$ cat config.mk
export PLATFORM = sky130hd
export DESIGN_NAME = wb_block_copier
export DESIGN_NICKNAME = d
export VERILOG_FILES = /design/src/rtl/wb_block_copier_pkg.sv /design/src/rtl/wb_block_copier_watchdog.sv /design/src/rtl/wb_block_copier.sv
export SDC_FILE = /design/constraint.sdc
export NUM_CORES = 1
export LEC_CHECK = 0
export CELL_PAD_IN_SITES_DETAIL_PLACEMENT = 1
export CELL_PAD_IN_SITES_GLOBAL_PLACEMENT = 1
export CORE_MARGIN = 8
export CORE_UTILIZATION = 42
export CTS_CLUSTER_SIZE = 20
export DETAILED_ROUTE_END_ITERATION = 8
export GPL_TIMING_DRIVEN = 0
export PLACE_DENSITY_LB_ADDON = 0.15
export SETUP_SLACK_MARGIN = 0.1
export SYNTH_ARGS = -nofsm -noshare
export SYNTH_HDL_FRONTEND = slang
export SYNTH_SLANG_ARGS = --single-unit
$ cat constraint.sdc
create_clock -name clk_i -period 12.65 [get_ports clk_i]
set_clock_uncertainty 0.1 [all_clocks]
set_input_delay 2.53 -clock clk_i [delete_from_list [all_inputs] [get_ports clk_i]]
set_output_delay 2.53 -clock clk_i [all_outputs]
set_load 0.1 [all_outputs]
$ cat src/rtl/wb_block_copier_pkg.sv
// ============================================================================
// wb_block_copier_pkg : state encoding and select constant for the copier
// Rev 1.0
// ============================================================================
`default_nettype none

package wb_block_copier_pkg;

  typedef enum logic [2:0] {
    ST_IDLE = 3'd0,
    ST_RD   = 3'd1,
    ST_WR   = 3'd2,
    ST_DONE = 3'd3,
    ST_ERR  = 3'd4
  } state_t;

  // Sliced down to SELECT_WIDTH by the master; every access is a full word.
  localparam logic [63:0] SEL_ALL_ONES = {64{1'b1}};

endpackage

`default_nettype wire

$ cat src/rtl/wb_block_copier_watchdog.sv
// ============================================================================
// wb_block_copier_watchdog : counts enabled cycles, expires at TIMEOUT_CYCLES
// Rev 1.0
// ============================================================================
`default_nettype none

module wb_block_copier_watchdog #(
  parameter int TIMEOUT_CYCLES = 255
) (
  input  logic clk,
  input  logic rst,
  input  logic clr,
  input  logic en,
  output logic expire
);

  localparam int CNT_WIDTH = $clog2(TIMEOUT_CYCLES + 1);

  logic [CNT_WIDTH-1:0] count;

  // expire flags the TIMEOUT_CYCLES-th enabled cycle itself, so the owner
  // can abort on the same edge instead of one cycle late.
  assign expire = en && (count == CNT_WIDTH'(TIMEOUT_CYCLES - 1));

  always_ff @(posedge clk or posedge rst) begin
    if (rst) begin
      count <= '0;
    end else if (clr) begin
      count <= '0;
    end else if (en && !expire) begin
      count <= count + CNT_WIDTH'(1);
    end
  end

endmodule

`default_nettype wire

$ cat src/rtl/wb_block_copier.sv
// ============================================================================
// wb_block_copier : Wishbone classic master copying LEN words src -> dst
// Rev 1.0 -- optional fill mode under WB_BLOCK_COPIER_FILL_EN
// ============================================================================
`default_nettype none

module wb_block_copier
  import wb_block_copier_pkg::*;
#(
  parameter int DATA_WIDTH     = 32,
  parameter int ADDR_WIDTH     = 32,
  parameter int SELECT_WIDTH   = DATA_WIDTH / 8,
  parameter int LEN_WIDTH      = 16,
  parameter int TIMEOUT_CYCLES = 255
) (
  input  logic                    clk_i,
  input  logic                    rst_i,
  input  logic                    start_i,
  input  logic [ADDR_WIDTH-1:0]   src_adr_i,
  input  logic [ADDR_WIDTH-1:0]   dst_adr_i,
  input  logic [LEN_WIDTH-1:0]    len_i,
  input  logic                    fill_i,
  input  logic [DATA_WIDTH-1:0]   fill_dat_i,
  output logic                    busy_o,
  output logic                    done_o,
  output logic                    err_o,
  output logic [ADDR_WIDTH-1:0]   m_adr_o,
  output logic [DATA_WIDTH-1:0]   m_dat_o,
  input  logic [DATA_WIDTH-1:0]   m_dat_i,
  output logic                    m_we_o,
  output logic [SELECT_WIDTH-1:0] m_sel_o,
  output logic                    m_stb_o,
  output logic                    m_cyc_o,
  input  logic                    m_ack_i,
  input  logic                    m_stall_i
);

  localparam logic [ADDR_WIDTH-1:0]   ALIGN_MASK = ~ADDR_WIDTH'(SELECT_WIDTH - 1);
  localparam logic [SELECT_WIDTH-1:0] SEL_ONES   = SEL_ALL_ONES[SELECT_WIDTH-1:0];

  state_t                state;
  logic [ADDR_WIDTH-1:0] src;
  logic [ADDR_WIDTH-1:0] dst;
  logic [LEN_WIDTH-1:0]  len;
  logic [LEN_WIDTH-1:0]  idx;
  logic [LEN_WIDTH-1:0]  idx_next;
  logic                  fill_mode;
  logic                  first;
  logic                  fill_req;
  logic [DATA_WIDTH-1:0] fill_word;
  logic                  expire;
  logic                  stall_abort;

`ifdef WB_BLOCK_COPIER_FILL_EN
  assign fill_req  = fill_i;
  assign fill_word = fill_dat_i;
`else
  assign fill_req  = 1'b0;
  assign fill_word = '0;
  logic unused_fill;
  assign unused_fill = ^{fill_i, fill_dat_i};
`endif

  function automatic logic [ADDR_WIDTH-1:0] word_adr(
    input logic [ADDR_WIDTH-1:0] base,
    input logic [LEN_WIDTH-1:0]  i
  );
    return (base + ADDR_WIDTH'(i) * ADDR_WIDTH'(SELECT_WIDTH)) & ALIGN_MASK;
  endfunction

  assign idx_next = idx + LEN_WIDTH'(1);

  // The responder registers its bad-address flag, so stall is only
  // meaningful from the second strobe cycle of each access.
  assign stall_abort = m_stb_o && !first && m_stall_i;

  wb_block_copier_watchdog #(
    .TIMEOUT_CYCLES(TIMEOUT_CYCLES)
  ) u_watchdog (
    .clk   (clk_i),
    .rst   (rst_i),
    .clr   (!m_stb_o || m_ack_i),
    .en    (m_stb_o && !m_ack_i),
    .expire(expire)
  );

  always_ff @(posedge clk_i or posedge rst_i) begin
    if (rst_i) begin
      state     <= ST_IDLE;
      src       <= '0;
      dst       <= '0;
      len       <= '0;
      idx       <= '0;
      fill_mode <= 1'b0;
      first     <= 1'b0;
      busy_o    <= 1'b0;
      done_o    <= 1'b0;
      err_o     <= 1'b0;
      m_adr_o   <= '0;
      m_dat_o   <= '0;
      m_we_o    <= 1'b0;
      m_sel_o   <= '0;
      m_stb_o   <= 1'b0;
      m_cyc_o   <= 1'b0;
    end else begin
      case (state)
        ST_IDLE: begin
          if (start_i) begin
            src       <= src_adr_i & ALIGN_MASK;
            dst       <= dst_adr_i & ALIGN_MASK;
            len       <= len_i;
            idx       <= '0;
            err_o     <= 1'b0;
            busy_o    <= 1'b1;
            fill_mode <= fill_req;
            if (len_i == '0) begin
              state  <= ST_DONE;
              done_o <= 1'b1;
            end else begin
              m_cyc_o <= 1'b1;
              m_stb_o <= 1'b1;
              m_sel_o <= SEL_ONES;
              first   <= 1'b1;
              if (fill_req) begin
                state   <= ST_WR;
                m_we_o  <= 1'b1;
                m_adr_o <= dst_adr_i & ALIGN_MASK;
                m_dat_o <= fill_word;
              end else begin
                state   <= ST_RD;
                m_we_o  <= 1'b0;
                m_adr_o <= src_adr_i & ALIGN_MASK;
              end
            end
          end
        end

        ST_RD, ST_WR: begin
          first <= 1'b0;
          if (stall_abort || expire) begin
            state   <= ST_ERR;
            m_cyc_o <= 1'b0;
            m_stb_o <= 1'b0;
            m_we_o  <= 1'b0;
            m_sel_o <= '0;
            err_o   <= 1'b1;
            done_o  <= 1'b1;
          end else if (m_ack_i) begin
            first <= 1'b1;
            if (state == ST_RD) begin
              state   <= ST_WR;
              m_we_o  <= 1'b1;
              m_adr_o <= word_adr(dst, idx);
              m_dat_o <= m_dat_i;
            end else begin
              idx <= idx_next;
              if (idx_next == len) begin
                state   <= ST_DONE;
                m_cyc_o <= 1'b0;
                m_stb_o <= 1'b0;
                m_we_o  <= 1'b0;
                m_sel_o <= '0;
                done_o  <= 1'b1;
              end else if (fill_mode) begin
                m_adr_o <= word_adr(dst, idx_next);
                m_dat_o <= fill_word;
              end else begin
                state   <= ST_RD;
                m_we_o  <= 1'b0;
                m_adr_o <= word_adr(src, idx_next);
              end
            end
          end
        end

        ST_DONE, ST_ERR: begin
          done_o <= 1'b0;
          busy_o <= 1'b0;
          state  <= ST_IDLE;
        end

        default: state <= ST_IDLE;
      endcase
    end
  end

endmodule

`default_nettype wire

# Word-level counts from Yosys, hierarchy flattened
# Cells that the tools add are included.
[word_totals] register_bits=177 in_bits=150 out_inout_bits=74 word_cells=125
[op_classes] n_addsub=4 n_eq_ne=18 muxes=57 bitwise=1 n_reduce_logical=30
[op_table] cell="$mux 32" n=7
[op_table] cell="$add 32x18->32" n=2
[op_table] cell="$mux 16" n=4
[op_table] cell="$pmux 32 s2" n=1
[op_table] cell="$pmux 16 s2" n=1
[op_table] cell="$mux 4" n=6
[op_table] cell="$mux 1" n=22
[op_table] cell="$reduce_and 6->1" n=3
[op_table] cell="$add 16x1->16 const B" n=1
[op_table] cell="$eq 16x16->1" n=1
[op_table] cell="$logic_not 16->1" n=1
[op_table] cell="$mux 8" n=2
[op_table] cell="$ne 2x2->1 const B" n=8
[op_table] cell="$ne 3x3->1 const B" n=4
[op_table] cell="$pmux 1 s2" n=5
[op_table] cell="$reduce_and 5->1" n=2
[op_table] cell="$mux 3" n=3
[op_table] cell="$add 8x1->8 const B" n=1
[op_table] cell="$eq 8x8->1 const B" n=1
[op_table] cell="$pmux 4 s2" n=1
[op_table] cell="$eq 3x2->1 const B" n=2
[op_table] cell="$mux 2" n=3
[op_table] cell="$pmux 3 s2" n=1
[op_table] cell="$reduce_and 2->1" n=3
[op_table] cell="13 further kinds" n=25

# Longest topological paths before layout
[depth] ltp_word=7 mapped_depth=17 mapped_depth_nobuf=14

# Hierarchy
# Synthesis repeated with hierarchy kept, for this count alone.
[hier_totals] hier_cells=1053 hier_area_um2=10440.0
[modules_own_cells] mod="wb_block_copier" n_inst=1 cells_each=1003 area_each_um2=9940.8 seq_area_each_um2=4078.9
[modules_own_cells] mod="wb_block_copier_watchdog" n_inst=1 cells_each=50 area_each_um2=499.2 seq_area_each_um2=200.2

# Least setup slack after synthesis
# OpenSTA, ideal clock, no wires.
[synth_timing] path_kind="input port to flip-flop" from="input port m_ack_i" to="register idx[11]" setup_ps=96 arrival_time_ps=4466 t_required_ps=12454 path_slack_ps=7988 path_stages=9 path_buffers=4 cell_sequence="clkbuf_1 > nand2b_1 > clkbuf_1 > o22a_1 > nand3_1 > or3_1 > clkbuf_1 > clkbuf_1 > o31ai_1"
[synth_between] elab_chain_cells=6 elab_cells_between_ends=7 cone_classes="eq/ne (2); reduce/logical (5)"
[synth_rtl] item="start, declared" line="wb_block_copier.sv:34" source="input logic m_ack_i,"
[synth_rtl] item="$logic_not 1->1" line="wb_block_copier.sv:83" source=".en (m_stb_o && !m_ack_i),"
[synth_rtl] item="$logic_and 1x1->1" line="wb_block_copier.sv:83"
[synth_rtl] item="$logic_and 1x1->1" line="wb_block_copier_watchdog.sv:23" source="assign expire = en && (count == CNT_WIDTH'(TIMEOUT_CYCLES - 1));"
[synth_rtl] item="$logic_or 1x1->1" line="wb_block_copier.sv:140" source="if (stall_abort || expire) begin"
[synth_rtl] item="$ne 2x2->1 (no line)"
[synth_rtl] item="$reduce_and 5->1 (no line) *"
[synth_rtl] item="end signal, assigned" line="wb_block_copier.sv:156" source="idx <= idx_next;"
[synth_rtl] item="end, declared" line="wb_block_copier.sv:45" source="logic [LEN_WIDTH-1:0] idx;"
# Mark *: on every way between the ends. The rest lies on a longest branch, timed or not.
# A chain may end at the register's enable or synchronous reset.

# Final worst setup path
[layout_timing] from="input port start_i" to="register src[2]"
[layout_between] elab_chain_cells=1
[layout_rtl] item="start, declared" line="wb_block_copier.sv:18" source="input logic start_i,"
[layout_rtl] item="$reduce_and 2->1 (no line)"
[layout_rtl] item="end signal, assigned" line="wb_block_copier.sv:109" source="src <= src_adr_i & ALIGN_MASK;"
[layout_rtl] item="end, declared" line="wb_block_copier.sv:42" source="logic [ADDR_WIDTH-1:0] src;"
# Every way passes these cells.

==> flow_summary_export.csv <==
group,metric,value,unit
route,ant_nets,0,
setup_path,crit_family,"buffers and inverters",
clock_tree,cts_resized,0,
cells_and_area,layout.cells.non_filler,1562,
placed_design,dp_slack,6.81,ns
synth,netlist_instances,1021,
power_and_ir_drop,p_per_area,305,nW/um^2
timing,hold_viol_final,0,
floorplan,die_area,29300,sq um
floorplan,ios,224,
clock_tree,ctsHoldBuffers,0,
route,drtIter0Drc,556,
setup_path,reg2reg_from,"idx[3]",
synth,synth.avg_cell_area,9.91,sq um
timing,tightest_slew,1.18,ns
setup_path,ff2ff_setup_slack,7.73,ns
synth,synth_top_flop_cell,"dfrtp_1",
setup_path,path_cells,"clkdlybuf4s50_1 > nand2b_1 > nor3_1 > clkbuf_1 > clkbuf_1 > mux2_2",
route,firstDrtPassIters,7,
timing,min_period,5.43,ns
clock_tree,clock-sinks,171,
timing,clock.fmax,184,MHz
setup_path,critPathLaunchType,"input port",
grt,grt_pass1_wl,50800,um
setup_path,r2r-end,"m_adr_o[31]",
synth,synth_area,10100,sq um
clock_tree,cts_max_level,4,
synth,ys_top_cells_by_area,"dfrtp_1, mux2_2, ha_1",
setup_path,path_buf_inv,3,
min_path,hold_depth,2,
placed_design,io_buffers,183,
synth,async_flop_share,1.00,
setup_path,cp_max_fo,10,
timing,period_share,0.429,
setup_path,cp_slowest_stage_delay,0.91,ns
setup_path,end_kind,"flip-flop",
synth,synth-edff-count,0,
timing,rsz0062_at_grt,"no",
floorplan,start_util,0.422,
status,outcome,"complete, no violations",
setup_path,worstPathRequired,12.87,ns
placed_design,placed_cells,1530,
power_and_ir_drop,leakagePower,0.00537,uW
clock_tree,cts.clk_slew.worst_paths,0.08,ns
clock_tree,ctsLongestPathBuffers,2,
grt,antenna_found_initial,0,
grt,grt_pass1_vias,9191,
synth,synth_area_leader_cell,"dfrtp_1",
clock_tree,cts_tree,"done",
floorplan,die_w,171,um
placed_design,gp_congestion,0.866,
cells_and_area,drive_gt1_frac,0.133,
route,drc_errors,0,
placed_design,dp_hpwl,24500,um
power_and_ir_drop,ir_drop,0.000187,V
timing,fin_setup_tns,0,ns
timing,setup_viol,0,
route,wirelength,31900,um
clock_tree,postCtsSetupRepairBufs,0,
power_and_ir_drop,total_power,3960,uW
cells_and_area,syn_to_final_growth,28.4,%
synth,yosysSeqAreaShare,0.423,
setup_path,crit_arrival,5.65,ns
min_path,hold_start,"m_adr_o[12]",
min_path,hold_path.class,"flip-flop to flip-flop",
cells_and_area,diodes,0,
grt,gr-usage-all-layers,0.222,
floorplan,core_area,24000,sq um
job,drv_cap,0,
floorplan,num_rows,57,
timing,fin_ws,7.22,ns
synth,synth_cell_types,71,
synth,ys_top_cells_by_count,"dfrtp_1, mux2_2, nand2_1",
synth,post-synth-top-count-cell,"dfrtp_1",
setup_path,crit_top_cell,"clkbuf_1",
cells_and_area,nets,1413,
cells_and_area,fin_util,0.542,
min_path,min_to,"m_adr_o[12]",
timing,slew_headroom,0.205,
setup_path,reg2reg_depth,16,
grt,grt_max_degree,108,
setup_path,critPathKind,"input port to flip-flop",
clock_tree,clock_latency,0.44,ns
route,wl_per_cell,20.5,um
clock_tree,root_buffer,"clkbuf_16",
floorplan,chipHeight,171,um
timing,slew_viol_final,0,
route,viasPerCell,5.54,
clock_tree,cts_buffers,17,
synth,ys.warnings.count,0,
grt,grt_overflow_total,0,
synth,synth_top_area_frac,0.423,
setup_path,slowest_stage,"nor3_1",
synth,ys_ff_latch,171,
route,vias,8650,
[state kept, by name (all words and copies together), names as in the netlist]
register and cells:
m_dat_o 32, dst 30, m_adr_o 30, src 30, idx 16, len 16
u_watchdog.count 8, state 3, busy_o 1, done_o 1, err_o 1, first 1
m_sel_o 1, m_we_o 1
[layout by cell type (no fill, tap or decap), types with 7 or more instances in the layout]
cell             count
clkdlybuf4s50_1    183
nor3_1              18
nand2_1             95
nand2b_1            16
nor4_1               7
a21oi_1             47
xor2_1              32
o21a_1               7
a211oi_1            12
inv_1               25
dfrtp_1            171
nand4_1             14
a31oi_1             11
o211ai_1            10
nor2b_1              8
xnor2_1             43
o21ai_0             61
nor2_1              62
o31ai_1             13
and3_1              11
nand3_1             36
buf_4                8
mux2_2             106
a221oi_1             7
a21o_1              12
ha_1                36
clkbuf_16           17
clkbuf_1            43
[cells by family after synthesis]
family | synth area share
and+or+nand+nor | 0.142
AOI/OAI and AO/OA | 0.159
DFF | 0.423
adders and majority gates | 0.0495
other | 0.000371
muxes | 0.120
buffers and inverters | 0.0382
xor gates and xnor gates | 0.0676
[worst max path at each step]
stage	startpoint	to	slack (ns)	depth (start not counted)
final	start_i	src[2]	7.22	6
after global routing	start_i	src[4]	7.10	6
after CTS	start_i	src[2]	7.21	6
after detailed placement	start_i	src[2]	6.81	6
after global placement	rst_i	m_adr_o[7]	2.76	2
after floorplan	rst_i	busy_o	5.39	1
[power by group]
part / internal (uW) / total, uW / switching, uW / leakage, uW
sequential: 797 / 994 / 197 / 0.00207
clock: 283 / 545 / 262 / 0.000296
combinational: 772 / 2420 / 1650 / 0.00301
[cell type report]
cell class / count / area (sq um)
buffer: 60 / 285
multi-input combinational: 764 / 5460
tap: 324 / 405
sequential: 171 / 4280
timing repair buffer: 184 / 1860
fill: 2736 / 11000
clock buffer: 17 / 425
clock inverter: 15 / 174
inverter: 27 / 109
[layer usage]
layer	part of all wire	wire, um	global-route usage	vias to the layer above
met5	0	0	0	-
li1	-	-	-	4107
met4	0.013	408	0.0563	0
met1	0.46	14600	0.290	4316
met3	0.054	1710	0.0519	30
met2	0.48	15200	0.365	197
[per-stage QoR]
stage                     hold WS (ns)  cell area, sq um
after floorplan                  0.383             10100
after global placement           0.360             12400
after detailed placement         0.371             12400
after CTS                        0.387             13000
after global routing             0.411             13000
final                            0.376             13000
[tightest hold or removal path: cells and delay by family (launching register included)]
family / cells / cell delay, ns
flops: 1 / 0.34
compound gates: 1 / 0.06
simple gates: 1 / 0.04
Power figures use the tool's default switching activity.
